**src/rtl/if_fetch_queue.sv**
```systemverilog
// Pipelined instruction fetch: issues up to MAX_OUTSTANDING inst_sram requests and buffers responses in an IQ_DEPTH queue.
// Define IF_FETCH_PERF_EN to add the perf_fetch_cnt / perf_cancel_cnt counter outputs.
module if_fetch_queue #(
    parameter int unsigned MAX_OUTSTANDING = 2,
    parameter int unsigned IQ_DEPTH        = 4,
    parameter logic [31:0] RESET_PC        = 32'h1c000000
) (
    input  logic        clk,
    input  logic        resetn,
    output logic        inst_sram_req,
    output logic [31:0] inst_sram_addr,
    input  logic        inst_sram_addr_ok,
    input  logic        inst_sram_data_ok,
    input  logic [31:0] inst_sram_rdata,
    input  logic        redirect_valid,
    input  logic [31:0] redirect_pc,
    input  logic        fetch_stall,
    output logic        out_valid,
    input  logic        out_ready,
    output logic [31:0] out_pc,
    output logic [31:0] out_inst,
    output logic        out_excep_en,
    output logic [5:0]  out_ecode
`ifdef IF_FETCH_PERF_EN
    ,
    output logic [31:0] perf_fetch_cnt,
    output logic [31:0] perf_cancel_cnt
`endif
);

    localparam int unsigned CW  = $clog2(MAX_OUTSTANDING + 1) + 1;
    localparam int unsigned AW  = $clog2(IQ_DEPTH);
    localparam int unsigned PAW = (MAX_OUTSTANDING > 1) ? $clog2(MAX_OUTSTANDING) : 1;

    logic [31:0]   fetch_pc;
    logic          halt;
    logic [CW-1:0] outstanding;
    logic [CW-1:0] cancel_cnt;

    logic [31:0]    pend_pc [MAX_OUTSTANDING];
    logic [PAW-1:0] pend_wr;
    logic [PAW-1:0] pend_rd;

    logic [31:0] iq_pc   [IQ_DEPTH];
    logic [31:0] iq_inst [IQ_DEPTH];
    logic        iq_exc  [IQ_DEPTH];
    logic [AW:0] iq_wr;
    logic [AW:0] iq_rd;
    logic [AW:0] iq_count;
    logic        iq_empty;
    logic        iq_full;

    logic        issue;
    logic        resp_keep;
    logic        resp_drop;
    logic        adef_push;
    logic        iq_push;
    logic        iq_pop;
    logic        room;
    logic [31:0] push_pc;
    logic [31:0] push_inst;

    function automatic logic [PAW-1:0] pend_next(input logic [PAW-1:0] p);
        return (32'(p) == MAX_OUTSTANDING - 1) ? '0 : p + PAW'(1);
    endfunction

    always_comb begin
        iq_count  = iq_wr - iq_rd;
        iq_empty  = (iq_wr == iq_rd);
        iq_full   = (32'(iq_count) == IQ_DEPTH);
        // Every accepted request reserves a queue slot so a response can never overflow it.
        room      = (32'(iq_count) + 32'(outstanding)) < IQ_DEPTH;
        inst_sram_req = resetn & ~halt & ~fetch_stall & ~redirect_valid
                      & (fetch_pc[1:0] == 2'b00)
                      & (32'(outstanding) < MAX_OUTSTANDING) & room;
        inst_sram_addr = fetch_pc;
        issue     = inst_sram_req & inst_sram_addr_ok;
        resp_keep = inst_sram_data_ok & (cancel_cnt == '0) & ~redirect_valid;
        resp_drop = inst_sram_data_ok & (cancel_cnt != '0);
        adef_push = ~redirect_valid & ~halt & (fetch_pc[1:0] != 2'b00)
                  & (outstanding == '0) & (cancel_cnt == '0) & ~iq_full;
        iq_push   = resp_keep | adef_push;
        iq_pop    = ~iq_empty & out_ready & ~redirect_valid;
        push_pc   = adef_push ? fetch_pc : pend_pc[pend_rd];
        push_inst = adef_push ? 32'h0 : inst_sram_rdata;
    end

    assign out_valid    = ~iq_empty;
    assign out_pc       = iq_pc[iq_rd[AW-1:0]];
    assign out_inst     = iq_inst[iq_rd[AW-1:0]];
    assign out_excep_en = iq_exc[iq_rd[AW-1:0]];
    assign out_ecode    = iq_exc[iq_rd[AW-1:0]] ? 6'h08 : 6'h00;

    always_ff @(posedge clk) begin
        if (issue) pend_pc[pend_wr] <= fetch_pc;
        if (iq_push && !redirect_valid) begin
            iq_pc[iq_wr[AW-1:0]]   <= push_pc;
            iq_inst[iq_wr[AW-1:0]] <= push_inst;
            iq_exc[iq_wr[AW-1:0]]  <= adef_push;
        end
    end

    always_ff @(posedge clk) begin
        if (!resetn) begin
            fetch_pc    <= RESET_PC;
            halt        <= 1'b0;
            outstanding <= '0;
            cancel_cnt  <= '0;
            pend_wr     <= '0;
            pend_rd     <= '0;
            iq_wr       <= '0;
            iq_rd       <= '0;
        end else begin
            if (issue) begin
                pend_wr  <= pend_next(pend_wr);
                fetch_pc <= fetch_pc + 32'd4;
            end
            // Cancelled responses still retire their pending-PC slot, so the FIFO survives redirects.
            if (inst_sram_data_ok) pend_rd <= pend_next(pend_rd);
            outstanding <= outstanding + CW'(issue) - CW'(inst_sram_data_ok);
            if (redirect_valid) begin
                fetch_pc   <= redirect_pc;
                halt       <= 1'b0;
                cancel_cnt <= cancel_cnt + outstanding
                            - CW'(inst_sram_data_ok && (cancel_cnt == '0));
                iq_wr      <= '0;
                iq_rd      <= '0;
            end else begin
                if (resp_drop) cancel_cnt <= cancel_cnt - CW'(1);
                if (iq_push)   iq_wr <= iq_wr + (AW+1)'(1);
                if (iq_pop)    iq_rd <= iq_rd + (AW+1)'(1);
                if (adef_push) halt <= 1'b1;
            end
        end
    end

    always_ff @(posedge clk) begin
        if (resetn && !redirect_valid) assert (!(iq_push && iq_full && !iq_pop));
    end

`ifdef IF_FETCH_PERF_EN
    always_ff @(posedge clk) begin
        if (!resetn) begin
            perf_fetch_cnt  <= '0;
            perf_cancel_cnt <= '0;
        end else begin
            if (resp_keep) perf_fetch_cnt  <= perf_fetch_cnt + 32'd1;
            if (resp_drop) perf_cancel_cnt <= perf_cancel_cnt + 32'd1;
        end
    end
`endif

endmodule
```
**config.mk**
```make
export PLATFORM = sky130hd
export DESIGN_NAME = if_fetch_queue
export DESIGN_NICKNAME = d
export VERILOG_FILES = /design/src/rtl/if_fetch_queue.sv
export SDC_FILE = /design/constraint.sdc
export NUM_CORES = 1
export LEC_CHECK = 0
export ABC_CLOCK_PERIOD_IN_PS = 5770
export CORE_MARGIN = 1.5
export CORE_UTILIZATION = 55
export CTS_BUF_LIST = sky130_fd_sc_hd__clkbuf_2 sky130_fd_sc_hd__clkbuf_4 sky130_fd_sc_hd__clkbuf_8
export CTS_CLUSTER_SIZE = 30
export DETAILED_ROUTE_END_ITERATION = 10
export PLACE_DENSITY = 0.9
export SLEW_MARGIN = 20
export SYNTH_ARGS = -nofsm -noshare
export SYNTH_HDL_FRONTEND = slang
export SYNTH_SLANG_ARGS = --single-unit
```
**constraint.sdc**
```tcl
create_clock -name clk -period 5.77 [get_ports clk]
set_input_delay 0.8655 -clock clk [delete_from_list [all_inputs] [get_ports clk]]
set_output_delay 0.8655 -clock clk [all_outputs]
set_load 0.1 [all_outputs]
```
==> results of run 1 <==
[layout make-up]
type | instances | area, um^2 | share of cell area
Sequential cell | 374 | 10700 | 0.584
Multi-Input combinational cell | 468 | 4120 | 0.224
Timing Repair Buffer | 176 | 1740 | 0.0949
Clock buffer | 73 | 923 | 0.0502
Tap cell | 341 | 427 | 0.0232
Clock inverter | 32 | 357 | 0.0194
Inverter | 21 | 78.8 | 0.00429
[through the flow]
stage               cells  area [um^2]  setup slack [ns]  utilization  hold slack [ns]
floorplan             916        15100              1.35            -            0.443
global placement     1380        17100              1.63        0.635            0.480
detailed placement   1380        17100              1.58        0.635            0.496
CTS                  1485        18400              1.20        0.682            0.506
global route         1485        18400              1.11        0.682            0.569
finish               1485        18400              1.30        0.682            0.506
[worst max-delay path, stage by stage (launching register included)]
cell,delay [ns]
dfxtp_4,0.90
buf_4,0.45
mux4_2,0.59
clkdlybuf4s50_1,0.99
[worst max path at each step]
stage                     startpoint                         to  cells after the start
2_1_floorplan  iq_wr[0]$_SDFFE_PP0N_    pend_pc[0][0]$_DFFE_PP_                     11
3_3_place_gp   iq_wr[0]$_SDFFE_PP0N_  outstanding[2]$_SDFF_PN0_                     16
3_5_place_dp   iq_wr[0]$_SDFFE_PP0N_  outstanding[2]$_SDFF_PN0_                     16
4_1_cts                     register                 out_pc[28]                      3
5_1_grt                     register                  out_pc[5]                      3
6_report                    register                 out_pc[28]                      3
[report_power, final]
group          internal, W  switching, W  leakage (nW)
Clock              0.00141       0.00101         0.667
Combinational     0.000419       0.00110          2.08
Sequential         0.00314     0.0000910          3.35
[registers in the layout (all words and copies together) (netlist names), 4 cells and up, named ones only]
signal          count
inst_sram_addr     32
iq_exc              4
iq_inst           128
iq_pc             128
pend_pc            64
[cells in the mapped netlist (3+ instances only)]
library cell,instances
mux2i_1,39
inv_1,20
and4_1,5
nor3_1,9
nor2_1,67
clkbuf_1,33
nor4_1,4
and2_1,46
buf_1,7
mux4_2,65
a31oi_1,7
a21oi_1,63
nand3_1,19
edfxtp_1,324
nand4_1,15
xor2_1,8
o21ai_1,3
xnor2_1,7
buf_4,6
a22oi_1,9
ha_1,18
dfxtp_1,50
o21a_1,3
o211ai_1,3
o311ai_0,5
nand2_1,21
buf_2,7
and3_1,4
o21ai_0,13
fa_1,3
[kinds of logic after synthesis]
| kind of cell | share of synthesized area |
|---|---|
| AOI/OAI and AO/OA | 0.0456 |
| xor gates and xnor gates | 0.0102 |
| adders and majority gates | 0.0189 |
| buffers and inverters | 0.0204 |
| DFF | 0.710 |
| muxes | 0.123 |
| other | 0.000248 |
| and+or+nand+nor | 0.0721 |
[layer usage]
metal | up-vias | part of all wire
met1 | 4422 | 0.39
met3 | 81 | 0.081
met4 | 0 | 0.030
met2 | 471 | 0.50
met5 | - | 0
li1 | 3939 | -
==> impl_metrics.tcl, run 1 <==
set metrics [dict create \
    drt_iter0_markers 1010 \
    wire_per_inst_um 21.9 \
    vias 8913 \
    dieArea_um2 28500 \
    maxCapViolations 0 \
    min_period_ns 4.47 \
    r2r_end "outstanding[2]$_SDFF_PN0_" \
    outcome "finished clean" \
    rrSetupSlack_ns 1.53 \
    ctsRootBufferMaster "clkbuf_8" \
    hp-start "iq_rd[1]$_SDFFE_PP0P_" \
    cts_resized 0 \
    drive_above_1_share 0.159 \
    synth_seq_area_share 0.710 \
    grt_pass1_vias 9078 \
    final_common_cell "edfxtp_1" \
    critical_path_class "reg2out" \
    yosysWarnings 0 \
    setup_violations 0 \
    initial_utilization 0.561 \
    cts_tree "yes" \
    synthFlopType "edfxtp_1" \
    hold_class "reg2reg" \
    fp-row-count 60 \
    die_h_um 169 \
    synth-edff-count 324 \
    overflow 0 \
    p_leak_nw 6.09 \
    hpwl_um 19000 \
    cts_htree_levels 2 \
    cts_buffers 57 \
    drcViolationCount 0 \
    syn_to_final_growth_pct 21.6 \
    core_area_um2 27000 \
    cp.arrival_ns 3.60 \
    io_buffers 170 \
    grt_pass1_wl_um 50200 \
    ys_ff_latch 374 \
    cts_setup_buffers 0 \
    r2r-start "iq_wr[0]$_SDFFE_PP0N_" \
    syn_avg_cell_area_um2 16.6 \
    synth_top_area_frac 0.644 \
    clock-sinks 374 \
    ctsHoldBuffers 0 \
    cts_buffer_depth 3 \
    grt_use_met2 0.389 \
    min_path_cells 2 \
    rsz0062_at_grt "false" \
    use_met1 0.300 \
    clk_pin_slew_ns 0.06 \
    antenna_found_initial 0 \
    use_met3 0.0482 \
    globalplace.congestion 0.855 \
    start_kind "register" \
    die-width_um 169 \
    ant_nets 0 \
    crit_required_ns 4.90 \
    drtPass1Iterations 5 \
    min_period_over_period 0.774 \
    async_flop_share 0 \
    grtUsageTotal 0.231 \
    slew_headroom 0.282 \
    max-vdd-ir-drop_mv 0.258 \
    final.setup_skew_ns 0.0365 \
    ys_types 52 \
    end_kind "output pin" \
    yosysTopAreaCell "edfxtp_1" \
    nNetsFinal 1190 \
    fillers 1683 \
    avgViaCountPerCell 6.00 \
    clock_latency_ns 0.59 \
    grt_start_max_net_pins 98 \
    final-hold-violation-count 0 \
    antenna_cells 0 \
    busiest_layer "met2" \
    io_pins 176 \
    crit_fanout 40 \
    wirelength_um 32500 \
    synth_area_um2 15100 \
    setup_tns_ns 0 \
    max_freq_ghz 0.224 \
    syn_inst 912 \
    final_cell_mix "324 x edfxtp_1, 169 x clkdlybuf4s50_1, 65 x nor2_1, 65 x mux4_2, 63 x a21oi_1" \
    finalPower_w 0.00717 \
    worst_slew_pin_slew_ns 1.08 \
    power_density_nw_per_um2 390 \
    final-max-slew-violation-count 0 \
    reg2reg_depth 16 \
    synthTopCellsByArea "edfxtp_1 64%, mux4_2 9.7%, dfxtp_1 6.6%" \
]
No activity file was read; power rests on OpenSTA's default activity.
==> run 2: changes to the inputs <==
--- a/config.mk
+++ b/config.mk
@@ -5,7 +5,7 @@
 export SDC_FILE = /design/constraint.sdc
 export NUM_CORES = 1
 export LEC_CHECK = 0
-export ABC_CLOCK_PERIOD_IN_PS = 5770
+export ABC_CLOCK_PERIOD_IN_PS = 4680
 export CORE_MARGIN = 1.5
 export CORE_UTILIZATION = 55
 export CTS_BUF_LIST = sky130_fd_sc_hd__clkbuf_2 sky130_fd_sc_hd__clkbuf_4 sky130_fd_sc_hd__clkbuf_8
==> constraint.sdc (replaced) <==
create_clock -name clk -period 4.68 [get_ports clk]
set_input_delay 0.702 -clock clk [delete_from_list [all_inputs] [get_ports clk]]
set_output_delay 0.702 -clock clk [all_outputs]
set_load 0.1 [all_outputs]
==> impl_metrics.tcl, run 2 (same netlist as run 1, synthesis figures left out) <==
set metrics [dict create \
    cts_htree_levels 2 \
    power_density_nw_per_um2 458 \
    grtUsageTotal 0.225 \
    grt_pass1_wl_um 48600 \
    grt_start_max_net_pins 98 \
    drt_iter0_markers 909 \
    setup_tns_ns 0 \
    nNetsFinal 1196 \
    ctsHoldBuffers 0 \
    drtPass1Iterations 6 \
    p_leak_nw 6.06 \
    maxCapViolations 0 \
    outcome "finished clean" \
    fillers 1702 \
    cts_tree "yes" \
    fp-row-count 60 \
    clock_latency_ns 0.58 \
    core_area_um2 27000 \
    final-hold-violation-count 0 \
    final_common_cell "edfxtp_1" \
    setup_violations 0 \
    ant_nets 0 \
    cp.arrival_ns 3.39 \
    clock-sinks 374 \
    io_pins 176 \
    end_kind "output pin" \
    final_cell_mix "324 x edfxtp_1, 167 x clkdlybuf4s50_1, 65 x nor2_1, 65 x mux4_2, 63 x a21oi_1" \
    cp_num_buf_inv 3 \
    rsz0062_at_grt "false" \
    crit_fanout 4 \
    overflow 0 \
    die_h_um 169 \
    cp.depth 9 \
    min_period_over_period 0.875 \
    crit_family "simple AND/OR/NAND/NOR gates" \
    clk_pin_slew_ns 0.07 \
    cts_buffer_depth 3 \
    multi_input_area_um2 4130 \
    io_buffers 170 \
    grt_pass1_vias 8679 \
    fin_cells 1491 \
    crit_start "iq_wr[0]$_SDFFE_PP0N_" \
    hold_class "reg2reg" \
    hpwl_um 19200 \
    r2r_end "outstanding[2]$_SDFF_PN0_" \
    worst_slew_pin_slew_ns 1.08 \
    final-max-slew-violation-count 0 \
    wire_per_inst_um 21.3 \
    crit_required_ns 3.98 \
    cts_setup_buffers 0 \
    dieArea_um2 28500 \
    drcViolationCount 0 \
    critical_path_class "reg2out" \
    final.setup_skew_ns 0.0359 \
    start_kind "register" \
    r2r-start "iq_wr[0]$_SDFFE_PP0N_" \
    globalplace.congestion 0.889 \
    critPathCapture "inst_sram_req" \
    antenna_found_initial 0 \
    cts_resized 0 \
    syn_to_final_growth_pct 21.0 \
    antenna_cells 0 \
    rrSetupSlack_ns 0.70 \
    slowest_delay_ns 0.52 \
    avgViaCountPerCell 5.92 \
    cp_slowest_cell "or4_4" \
    crit_chain "inv_1 -> ha_1 -> inv_1 -> fa_1 -> xnor3_1 -> ha_1 -> or4_4 -> nor4_4 -> buf_4" \
    max-vdd-ir-drop_mv 0.244 \
    ctsRootBufferMaster "clkbuf_8" \
    max_freq_ghz 0.244 \
    seq_area_um2 10700 \
    initial_utilization 0.561 \
    min_period_ns 4.10 \
    die-width_um 169 \
    slew_headroom 0.282 \
    vias 8822 \
    wirelength_um 31800 \
    dp_cells 1389 \
    cts_buffers 54 \
    drive_above_1_share 0.160 \
    reg2reg_depth 15 \
]
run 2: cell count changes in the layout (fill, tap and decap cells not counted), sizes merged:
cell           change
buf               +11
bufinv             -7
clkbuf             +4
clkdlybuf4s50      -2
clkinv             +2
clkinvlp           -2
run 2: layout make-up:
cell class,count,share of cell area
flip-flops and latches,374,0.587
clock inverters,25,0.00705
well taps,341,0.0233
repair buffers,185,0.102
multi-input cells,468,0.226
inverters,21,0.00431
clock buffers,77,0.0511
run 2: how the worst min path moves through the flow:
stage | from | end | slack [ns] | cells past startpoint
2_1_floorplan | halt$_SDFFE_PP0P_ | halt$_SDFFE_PP0P_ | 0.44 | 2
3_3_place_gp | iq_rd[1]$_SDFFE_PP0P_ | register | 0.48 | 2
3_5_place_dp | halt$_SDFFE_PP0P_ | halt$_SDFFE_PP0P_ | 0.48 | 2
4_1_cts | iq_rd[1]$_SDFFE_PP0P_ | register | 0.51 | 2
5_1_grt | halt$_SDFFE_PP0P_ | halt$_SDFFE_PP0P_ | 0.53 | 2
6_report | halt$_SDFFE_PP0P_ | halt$_SDFFE_PP0P_ | 0.51 | 2
run 2: worst register-to-register path, delay by kind of cell (launching register included):
family	cells	cell delay [ns]
AND/OR/NAND/NOR	3	0.89
buffers and inverters	4	0.48
adder cells (fa/ha/maj)	6	1.72
XOR/XNOR	2	0.37
flip-flops	1	0.35
run 2: report_power, final:
group	internal, W	total (W)	switching (W)
Clock	0.00134	0.00251	0.00117
Combinational	0.000529	0.00189	0.00137
Sequential	0.00387	0.00398	0.000109
Total	0.00574	0.00838	0.00264
run 2: metal layers:
| metal | global-route usage | vias to the layer above | routed length (um) |
|---|---|---|---|
| met5 | 0 | - | 0 |
| met4 | 0.0660 | 0 | 722 |
| met3 | 0.0484 | 72 | 2620 |
| met2 | 0.372 | 452 | 15600 |
| met1 | 0.303 | 4353 | 12900 |
| li1 | - | 3945 | - |
run 2: per-stage QoR:
stage	total power [W]	cell area, um^2	util	hold slack [ns]	setup WS [ns]
2_1_floorplan	0.00545	15100	-	0.443	0.263
3_3_place_gp	0.00589	17200	0.639	0.481	0.801
3_5_place_dp	0.00594	17200	0.639	0.484	0.745
4_1_cts	0.00844	18300	0.679	0.509	0.564
5_1_grt	0.00866	18300	0.679	0.530	0.419
6_report	0.00838	18300	0.679	0.513	0.584
